File: config.mk
export PLATFORM = sky130hd
export DESIGN_NAME = fir_out_buffer
export DESIGN_NICKNAME = d
export VERILOG_FILES = /design/src/rtl/fir_out_buffer.sv
export SDC_FILE = /design/constraint.sdc
export NUM_CORES = 1
export LEC_CHECK = 0
export CELL_PAD_IN_SITES_DETAIL_PLACEMENT = 1
export CELL_PAD_IN_SITES_GLOBAL_PLACEMENT = 2
export CORE_MARGIN = 8
export CORE_UTILIZATION = 35
export DETAILED_ROUTE_END_ITERATION = 8
export GPL_TIMING_DRIVEN = 0
export PLACE_DENSITY = 0.61
export SYNTH_ARGS = -nofsm -noshare
export SYNTH_HDL_FRONTEND = slang
export SYNTH_SLANG_ARGS = --single-unit
export TNS_END_PERCENT = 20
File: constraint.sdc
create_clock -name CLK -period 3.9 [get_ports CLK]
set_input_delay 0.39 -clock CLK [delete_from_list [all_inputs] [get_ports CLK]]
set_output_delay 0.39 -clock CLK [all_outputs]
set_load 0.03 [all_outputs]
File: src/rtl/fir_out_buffer.sv
// First-word-fall-through output FIFO for the FIR sample stream; depth 2^AW.
// Define FIR_OUT_BUFFER_OVF_EN to add the sticky OVF flag for dropped pushes.
module fir_out_buffer #(
  parameter int unsigned N  = 16,
  parameter int unsigned AW = 3
) (
  input  logic          CLK,
  input  logic          RST,
  input  logic          EN,
  input  logic          R_IN,
  input  logic [N-1:0]  D_IN,
  input  logic          ACK,
  output logic          R_OUT,
  output logic [N-1:0]  D_OUT,
  output logic          FULL,
  output logic [AW:0]   COUNT
`ifdef FIR_OUT_BUFFER_OVF_EN
  ,
  output logic          OVF
`endif
);

  localparam int unsigned Depth    = 1 << AW;
  localparam logic [AW:0] DepthCnt = (AW+1)'(Depth);

  logic [N-1:0]  mem_q [Depth];
  logic [AW-1:0] wr_ptr_q, wr_ptr_d;
  logic [AW-1:0] rd_ptr_q, rd_ptr_d;
  logic [AW:0]   count_q, count_d;
  logic          r_out_q, full_q;
  logic          push, pop;

  always_comb begin
    pop      = EN && r_out_q && ACK;
    // A pop in the same cycle frees the slot, so a full FIFO still accepts.
    push     = EN && R_IN && (!full_q || pop);
    wr_ptr_d = wr_ptr_q;
    rd_ptr_d = rd_ptr_q;
    count_d  = count_q;
    if (push) wr_ptr_d = wr_ptr_q + AW'(1);
    if (pop)  rd_ptr_d = rd_ptr_q + AW'(1);
    unique case ({push, pop})
      2'b10:   count_d = count_q + (AW+1)'(1);
      2'b01:   count_d = count_q - (AW+1)'(1);
      default: count_d = count_q;
    endcase
  end

  always_ff @(posedge CLK) begin
    if (RST) begin
      wr_ptr_q <= '0;
      rd_ptr_q <= '0;
      count_q  <= '0;
      r_out_q  <= 1'b0;
      full_q   <= 1'b0;
    end else begin
      wr_ptr_q <= wr_ptr_d;
      rd_ptr_q <= rd_ptr_d;
      count_q  <= count_d;
      r_out_q  <= (count_d != '0);
      full_q   <= (count_d == DepthCnt);
    end
  end

  always_ff @(posedge CLK) begin
    if (!RST && push) mem_q[wr_ptr_q] <= D_IN;
  end

  assign R_OUT = r_out_q;
  assign FULL  = full_q;
  assign COUNT = count_q;
  assign D_OUT = r_out_q ? mem_q[rd_ptr_q] : '0;

`ifdef FIR_OUT_BUFFER_OVF_EN
  logic ovf_q;

  always_ff @(posedge CLK) begin
    if (RST) ovf_q <= 1'b0;
    else     ovf_q <= ovf_q | (EN && R_IN && full_q && !pop);
  end

  assign OVF = ovf_q;
`endif

endmodule

; ---- Yosys cells after proc, flatten, opt, wreduce, memory -nomap -nowiden
; Memories as Yosys holds them, arrays and structs flattened. A register that Yosys moved wholly into a read port is not among the register bits.
; Cells that the tools add are included.
[totals]
output_inout_bits = 22
word_cells = 28
mem_bits_rw = 128
mem_count = 1
reg_bits = 12
[memory_table]
columns = name, words, width, read_ports, rd_clocked_by_memory_dff, wr, line_no
row1 = mem_q, 8, 16, 1, 1, 1, 26  ; logic [N-1:0] mem_q [Depth];
[classes]
n_eq_ne = 3
addsub = 4
muxes = 6
n_reduce_logical = 9
[ops]
columns = operator, n
row1 = two-way mux 16 bit, 1
row2 = one-hot mux 4 bit (2 select lines), 1
row3 = adder 3 x 1 -> 3 bit (second input constant), 2
row4 = two-way mux 3 bit, 2
row5 = logical AND 1 bit, 5
row6 = adder 4 x 1 -> 4 bit (second input constant), 1
row7 = equality test 4 bit (second input constant), 1
row8 = nonzero test 4 bit, 1
row9 = subtractor 4 x 1 -> 4 bit (second input constant), 1
row10 = equality test 2 x 1 -> 1 bit (second input constant), 1
row11 = equality test 2 bit (second input constant), 1
row12 = zero test 1 bit, 2
row13 = two-way mux 1 bit, 2
row14 = logical OR 1 bit, 1

; ---- Logic depth before layout (Yosys ltp)
[depth]
word_depth = 7
depth_mapped = 11
depth_no_buf = 11

; ---- Worst setup path before layout
; OpenSTA, ideal clock, no wires.
[synth_timing]
kind = register -> register
from = register r_out_q (netlist: R_OUT)
to = memory mem_q[1][0] (enable)
setup_slack_ns = 0.591
arrival_time_ns = 2.873
period_less_slack_ns = 3.309
path_buffers = 0
path_stages_with_launch = 5
setup_time_ns = 0.436
path_cell_list = dfxtp_1 > nand2_1 > a21oi_2 > nand2b_1 > nor4b_1
[synth_via]
elab_chain_len = 7
[synth_lines]
columns = item, line_no
row1 = "start, declared", 30  ; logic r_out_q, full_q;
row2 = "start signal, assigned", 60  ; r_out_q <= (count_d != '0);
row3 = logical AND 1 bit (2 in series), 34  ; pop = EN && r_out_q && ACK;
row4 = logical OR 1 bit, 36  ; push = EN && R_IN && (!full_q || pop);
row5 = logical AND 1 bit, 36
row6 = logical AND 1 bit, 66  ; if (!RST && push) mem_q[wr_ptr_q] <= D_IN;
row7 = two-way mux 1 bit, 66
row8 = two-way mux 1 bit (implied by the code), 66
row9 = "end, declared", 26
; No other way between the ends.

==> out/results.txt <==
Total GRT Usage -> 12.9%
HP Start -> wr_ptr_q[2]
Worst flop-to-flop path startpoint -> R_OUT
Drt drc -> 0
FMAX -> 303 MHz
Clock root cell -> clkbuf_16
Cell count after synthesis -> 280
Num ports -> 43
Insertion delay to the later sink of the worst-skew pair -> 0.42 ns
Cts bufs inserted -> 17
Most frequent cells in the layout -> 128 x edfxtp_1, 42 x clkdlybuf4s50_1, 32 x mux4_2, 19 x mux2i_1, 18 x nor2b_1
Pre-Repair DR Iteration Count -> 4
Area Overhead vs Synth -> 27.7%
Internal power -> 3.00 mW
CTS H-tree depth -> 4
Synth area leaders -> edfxtp_1 69%, mux4_2 13%, dfxtp_1 5.4%, mux2i_1 3.4%, nor2b_1 2.0%
Number of synthesized register bits -> 143
Via density -> 4.80
Post-synth EDFFs -> 128
Drt total wl -> 12200 um
Final worst-path cycle share -> 84.6%
Commonest non-fill, non-tap cell in the layout -> edfxtp_1
Crit-path slowest cell -> buf_1
Mapped Area -> 5600 um2
Die width -> 143 um
Clk buf depth -> 2
CP cell instances -> buf_1 > mux4_2 > mux2i_1 > nor2b_1 > clkdlybuf4s50_1
Cell Rows -> 46
Unrepaired setup endpoints after global routing -> no
Clk network pwr share -> 47.9%
R2r setup slk -> 0.88 ns
Hold-fix buffers, CTS -> 0
Design area -> 7150 um2
CTS tree -> built
Post-Layout Cell Count -> 586
Crit-path max cell delay -> 0.66 ns
Worst r2r dst -> mem_q[6][3]
Syn_area_per_cell -> 20.0 um2
Core Region -> 15800 um2
Unique masters post-synth -> 29
Switching share of total power -> 20.1%
Via count of the first global-routing pass -> 3082
Post-CTS Setup Bufs -> 0
Worst Path Required -> 3.51 ns
Share of layout cells above drive strength 1 -> 24.3%
# diodes -> 0
Clock tree sinks -> 143
Leakage -> 2.27 nW
Hold path depth -> 2
Die Ht -> 143 um
Setup TNS -> 0 ns
Starting Density -> 35.5%
Slew @ Worst Pin -> 1.12 ns
Seq/Total Area, Yosys -> 73.9%
Worst hold endpoint -> wr_ptr_q[2]
CP Max Fanout -> 10
Fin. Hold Viols -> 0
Largest net degree at the start of global routing -> 17
Endpoint class of the critical path -> output port
DP Cell Count -> 554
Placed Area -> 6500 um2
Global-route wire length before repair -> 18500 um
Clock Skew -> 0.00470 ns
Minimum clock period -> 3.30 ns
Reg clk slew, reported paths -> 0.05 ns
Power Dens Cells -> 524 nW/um2
Max-slew violation count -> 0
ANT nets after route -> 0
# resized after CTS -> 0
WS Path Type -> flop to output port
Layout Nets -> 383
Final setup fails -> 0
Sequential fraction of design power -> 45.3%
Post-synth top area share -> 68.6%
Cell taking the most area after synthesis -> edfxtp_1
Gate power share -> 6.8%
Cells on worst reg2reg path -> 6
Total die area -> 20300 um2
Starting DRT DRC Count -> 197
RD Place Congestion -> 0.681
Peak VDD IR -> 516 uV
Post-Syn Nets -> 306
WL per Instance -> 20.8 um
Critical Path Source Type -> flop
Initial antenna violation count -> 0
Slew headroom -> 24.9%
Psw -> 0.754 mW
Status -> completed
Overflow after GRT -> 0
Yosys warning total -> 0
Hold Crit Class -> flop to flop
Critical Path AT -> 2.91 ns
Max-Cap Viols -> 0
Routed vias -> 2814
Port Buffers -> 42
Post-synthesis async set-or-reset flop share -> 0%
Synth Flop Type -> edfxtp_1
Post-DP HPWL -> 8370 um
==> synthesized netlist by cell type, drive strengths merged, types with 3 or more instances <==
master  instances
nor2b          18
nand2           5
clkbuf          5
xor2            4
a21oi           3
edfxtp        128
xnor2           4
nor4b           4
nor2           13
buf             9
mux2i          19
mux4           32
dfxtp          15
ha              5
nand2b          3
==> power by group through the flow <==
stage	clock (mW)	combinational (mW)	sequential, mW
after global placement	0	0.250	1.73
after floorplan	0	0.137	1.74
final	1.80	0.254	1.70
after CTS	1.83	0.261	1.70
after detailed placement	0	0.260	1.73
after global routing	1.89	0.275	1.70
==> worst max path at each step <==
stage / endpoint / slack, ns / depth (start not counted)
6_report: D_OUT[11] / 0.60 / 5
5_1_grt: D_OUT[11] / 0.49 / 5
4_1_cts: D_OUT[11] / 0.56 / 5
3_5_place_dp: mem_q[6][5] / 0.60 / 7
3_3_place_gp: mem_q[6][5] / -1.68 / 5
2_1_floorplan: mem_q[1][0] / 0.59 / 4
==> cells by family (layout without fill, tap and decap cells) <==
logic type	count (synthesis)	in the layout	share of synthesized area (%)
fa+ha+maj	5	5	1.12
simple gates	51	51	5.22
mux	51	51	16.3
compound gates	7	7	0.960
flops	143	143	73.9
xor+xnor	8	8	1.25
buf+inv	15	105	1.25
==> critical path: cells and delay by family (launching register included) <==
| family | cells | cell delay (ns) |
|---|---|---|
| buffers and inverters | 2 | 1.26 |
| flip-flops | 1 | 0.46 |
| multiplexers | 2 | 0.68 |
| AND/OR/NAND/NOR | 1 | 0.08 |
==> through the flow <==
step	util, %	hold slack [ns]	total power, mW	worst slack [ns]
floorplan	-	0.466	1.87	0.591
global placement	39.9	0.506	1.98	-1.68
detailed placement	41.2	0.511	1.99	0.600
CTS	45.4	0.533	3.79	0.564
global route	45.4	0.545	3.87	0.488
finish	45.4	0.536	3.75	0.602
==> state kept, by name (all words and copies together), names as in the netlist, named ones only <==
name / cells
FULL: 1
wr_ptr_q: 3
mem_q: 128
R_OUT: 1
rd_ptr_q: 3
COUNT: 4
==> metal layers <==
metal	global-route usage, %	vias up	share of wire [%]
li1	-	1281	-
met3	4.93	11	4.1
met1	15.2	1470	45
met4	4.36	0	1.0
met2	21.2	52	50
met5	0	-	0
==> cell type report <==
| type | count | area (um2) |
|---|---|---|
| fill | 1523 | 8620 |
| sequential | 143 | 4140 |
| multi-input combinational | 122 | 1430 |
| timing repair buffer | 58 | 587 |
| clock buffer | 20 | 437 |
| tap | 216 | 270 |
| clock inverter | 12 | 214 |
| buffer | 14 | 66.3 |
| inverter | 1 | 3.75 |
Power figures use the tool's default switching activity.
==> edit 1, RTL diff (config.mk and constraints unchanged) <==
Build with the macro `FIR_OUT_BUFFER_OVF_EN` defined.
--- a/src/rtl/fir_out_buffer.sv
+++ b/src/rtl/fir_out_buffer.sv
@@ -1,4 +1,6 @@
 // First-word-fall-through output FIFO for the FIR sample stream; depth 2^AW.
 // Define FIR_OUT_BUFFER_OVF_EN to add the sticky OVF flag for dropped pushes.
+`define FIR_OUT_BUFFER_OVF_EN
+
 module fir_out_buffer #(
   parameter int unsigned N  = 16,
Formal check against the unedited RTL (old outputs only; new: OVF): equivalent (Yosys induction, for registers that start in step).
==> edit 1 against the unedited design <==
Critical path depth is the same. Sequential cell count grew 1. Clock power shrank 17%. Setup slack gained 99 ps. Synthesized area grew 0.56%. Design area shrank 1.2%. Power shrank 7.8%. Wire length grew 0.51%. Critical path type unchanged. Highest routed layer unchanged.
==> edit 1: results (changes against the unedited design) <==
Layout
  • Fin cells: 592 (was 586)
  • Layout cells sized above 1: 0.234 (was 0.243)
  • Non-clock buffers, area share: 0.0920 (was 0.0913)
  • Footprint of the multi-input gates: 1440 um2 (was 1430 um2)
  • Nets: 390 (was 383)
  • Multi-In Gates: 124 (was 122)
  • Sequential cell area share: 0.589 (was 0.579)
  • Inverter count: 2 (was 1)
  • Non-Clock Buffer Count: 75 (was 72)
  • Clk cell area share: 0.0756 (was 0.0909)
  • Fillers: 1,528 (was 1,523)

Setup path
  • CP max-delay cell: clkdlybuf4s50_1 (was buf_1)
  • Worst-case reg-to-reg path depth: 5 (was 6)
  • Reg2reg end: mem_q[6][1] (was mem_q[6][3])
  • Worst r2r src: R_OUT (unchanged)
  • Worst path max stage delay: 720 ps (was 660 ps)
  • WP data arrival: 2810 ps (was 2910 ps)

Detailed routing
  • Vias post-DR: 2,861 (was 2,814)
  • WL per Instance: 20.7 um (was 20.8 um)
  • Initial DRC Count: 139 (was 197)

Power
  • Leakage power: 0.00226 uW (was 0.00227 uW)
  • Worst VDD drop: 0.000305 V (was 0.000516 V)

CTS
  • Worst-Skew Late Latency: 410 ps
  • CTS sink cnt: 144 (was 143)

Placement
  • Post-Place Cells: 561 (was 554)
  • Input/output buffers: 43 (was 42)
  • DP Worst Slack: 690 ps (was 600 ps)
  • Placed wire-length estimate: 8360 um (was 8370 um)
  • GPL Wtd Cong: 0.664 (was 0.681)

Logic synthesis
  • Synth unique cells: 30 (was 29)
  • Post-synth top cells: 128 x edfxtp_1, 32 x mux4_2, 19 x mux2i_1 (unchanged)
  • Synth area leaders: edfxtp_1 68%, mux4_2 13%, dfxtp_1 5.7% (was edfxtp_1 69%, mux4_2 13%, dfxtp_1 5.4%)
  • Number of enable flip-flop cells after synthesis: 128 (unchanged)
  • Avg Cell Area, Syn: 19.9 um2 (was 20.0 um2)
  • Net Count, Synth: 309 (was 306)
  • Post-synthesis sequential area ratio: 0.739 (about the same)

Global routing
  • Largest net degree at the start of global routing: 17 (unchanged)
  • Vias in the first global route: 3,236 (was 3,082)
  • GRT Total Usage: 0.131 (was 0.129)
  • Met3 Use GR: 0.0361 (was 0.0493)
  • Met2 GRT Util: 0.218 (was 0.212)
  • Met1 Use GR: 0.158 (was 0.152)

Run status
  • Status: completed (unchanged)

Hold path
  • Hold Startpoint: OVF (was wr_ptr_q[2])
  • Hold Crit Endpoint: OVF (was wr_ptr_q[2])

STA
  • Skew final: 5.67 ps (was 4.70 ps)
  • WHS: 472 ps (was 536 ps)
  • Worst slew pin tran: 1150 ps (was 1120 ps)
==> edit 1: cell count changes in the layout (fill, tap and decap cells not counted), moves of 4 or more <==
cell       unedited run  this run
buf_6                 5         0
bufinv_16             6         2
buf_4                12        20
clkinv_1              2         6
==> edit 1: worst max-delay path by stage <==
| stage | to | slack [ps] | cells after the start |
|---|---|---|---|
| global placement | mem_q[1][12] | -1870 | 5 |
| finish | D_OUT[1] | 700 | 5 |
| global route | D_OUT[13] | 550 | 5 |
| floorplan | mem_q[1][0] | 580 | 4 |
| detailed placement | mem_q[6][10] | 690 | 6 |
| CTS | D_OUT[13] | 630 | 5 |
==> edit 1: metrics by stage <==
step	TNS, ps	util	area (um2)
3_5_place_dp	0	0.413	6540
3_3_place_gp	-159800	0.400	6340
2_1_floorplan	0	-	5640
4_1_cts	0	0.447	7070
6_report	0	0.447	7070
5_1_grt	0	0.447	7070
==> edit 1: where the power goes <==
group	internal (uW)	leakage (uW)	switching (uW)
Combinational	118	0.000710	137
Sequential	1700	0.00128	15.9
Clock	919	0.000262	571
Total	2730	0.00226	724
==> edit 1: cell families (layout without fill, tap and decap cells) <==
logic type | count (synthesis) | after routing | synth area share
and+or+nand+nor | 52 | 52 | 0.0524
muxes | 51 | 51 | 0.162
buffers and inverters | 15 | 108 | 0.0124
AOI/OAI and AO/OA | 8 | 8 | 0.0111
xor gates and xnor gates | 8 | 8 | 0.0124
DFF | 144 | 144 | 0.739
adders and majority gates | 5 | 5 | 0.0111
==> edit 1: routing by layer <==
layer / routed length (um) / share of wire
met2: 6130 / 0.50
met4: 152 / 0.012
met5: 0 / 0
met1: 5570 / 0.46
met3: 389 / 0.032
==> edit 2, RTL diff (config.mk and constraints unchanged) <==
Without the edit above. Register the output `COUNT` once more, with the module's reset; this adds one clock of latency there. The other outputs are not delayed to match.
--- a/src/rtl/fir_out_buffer.sv
+++ b/src/rtl/fir_out_buffer.sv
@@ -69,5 +69,11 @@
   assign R_OUT = r_out_q;
   assign FULL  = full_q;
-  assign COUNT = count_q;
+  always_ff @(posedge CLK) begin
+    if (RST) begin
+      COUNT <= '0;
+    end else begin
+      COUNT <= count_q;
+    end
+  end
   assign D_OUT = r_out_q ? mem_q[rd_ptr_q] : '0;
 
Behaviour: not the same (Yosys sat finds a counterexample within 4 cycles, from zero or initial values and one cycle with RST high).
==> edit 2 against the unedited design <==
Design area shrank 0.38%. Wire length is essentially flat. Sequential cell count grew 4. Power shrank 8.9%. Cell count grew 1.4%. Synthesized area grew 2.0%. Utilization shrank 0.66 points. Setup slack gained 110 ps. Critical endpoint is now D_OUT[15]. Largest power group is now sequential cells.
==> edit 2: results (changes against the unedited design) <==
Run status
  • Status: completed (unchanged)

Detailed routing
  • Routed WL: 12,200 um (about the same)
  • Post-DR vias/cell: 4.81 (was 4.80)
  • Initial DRC Count: 153 (was 197)
  • DR pass1 iterations: 4 (unchanged)

Logic synthesis
  • Xor/xnor share of the synthesized area: 0.0123 (was 0.0125)
  • Net Count, Synth: 314 (was 306)
  • Synth area leaders: edfxtp_1 67%, mux4_2 13%, dfxtp_1 6.7% (was edfxtp_1 69%, mux4_2 13%, dfxtp_1 5.4%)
  • Compound-Gate Fraction of Synth Area: 0.00941 (was 0.00960)
  • Post-synth top cells: 128 x edfxtp_1, 32 x mux4_2, 22 x nor2b_1 (was 128 x edfxtp_1, 32 x mux4_2, 19 x mux2i_1)
  • Post-synthesis sequential area ratio: 0.739 (about the same)
  • Synthesized-area fraction occupied by adder cells: 0.0109 (was 0.0112)

Layout
  • Nets: 391 (was 383)
  • Layout cells sized above 1: 0.238 (was 0.243)

Power
  • Leakage power: 0.00226 uW (was 0.00227 uW)
  • Sw frac: 0.210 (was 0.201)
  • Worst VDD drop: 0.000290 V (was 0.000516 V)

Global routing
  • Vias in the first global route: 3,195 (was 3,082)
  • First-pass GRT wire length: 19,000 um (was 18,500 um)
  • GRT Total Usage: 0.129 (about the same)

STA
  • Skew final: 6.43 ps (was 4.70 ps)
  • Worst slew pin tran: 942 ps (was 1120 ps)

Placement
  • DP Worst Slack: 692 ps (was 600 ps)
  • GPL Wtd Cong: 0.693 (was 0.681)
  • Placed wire-length estimate: 8460 um (was 8370 um)
  • Placed Area: 6610 um2 (was 6500 um2)

CTS
  • Post_cts resized: 0 (unchanged)
  • Worst-Skew Late Latency: 410 ps

Setup path
  • WP data arrival: 2800 ps (was 2910 ps)
  • CP startpoint kind: register (unchanged)
[edit 2: worst max-delay path, stage by stage, from the launching register on]
cell,delay (ps)
dfxtp_1,420
buf_1,630
mux4_2,340
mux2i_1,70
nor2b_1,210
clkdlybuf4s50_1,710
[edit 2: path summary, 6_finish.rpt]
check	end	slack [ps]	cells past startpoint
worst min register to register	COUNT[3]	480	1
worst max-delay path	D_OUT[15]	710	5
worst max register to register	mem_q[6][7]	950	6
worst min-delay path	COUNT[3]	480	1
[edit 2: cell families after synthesis]
family / after synthesis
xor+xnor: 8
simple gates: 55
fa+ha+maj: 5
compound gates: 7
mux: 51
flops: 147
buf+inv: 15
[edit 2: area by class of cell]
cell class / instances / area [um2]
fill: 1554 / 8820
sequential: 147 / 4220
clock inverter: 7 / 33.8
tap: 216 / 270
buffer: 14 / 66.3
clock buffer: 25 / 485
multi-input combinational: 126 / 1460
timing repair buffer: 58 / 579
inverter: 1 / 3.75
[edit 2: per-stage QoR]
step / power [uW] / hold WS [ps] / instances / TNS (ps)
6_report: 3420 / 483 / 594 / 0
2_1_floorplan: 1920 / 456 / 288 / 0
5_1_grt: 3540 / 511 / 594 / 0
3_5_place_dp: 2030 / 476 / 562 / 0
4_1_cts: 3460 / 489 / 594 / 0
3_3_place_gp: 2020 / 477 / 546 / -161540
[edit 2: power groups by stage]
stage          combinational [uW]  sequential [uW]  clock, uW
2_1_floorplan                 139             1780          0
3_3_place_gp                  248             1780          0
3_5_place_dp                  257             1780          0
4_1_cts                       258             1740       1460
5_1_grt                       273             1750       1520
6_report                      251             1740       1420
[edit 2: per-layer routing]
layer	vias up	track usage	share of wire
li1	1306	-	-
met1	1487	0.149	0.43
met2	53	0.224	0.52
met3	13	0.0342	0.040
met4	0	0.0498	0.014
met5	-	0	0
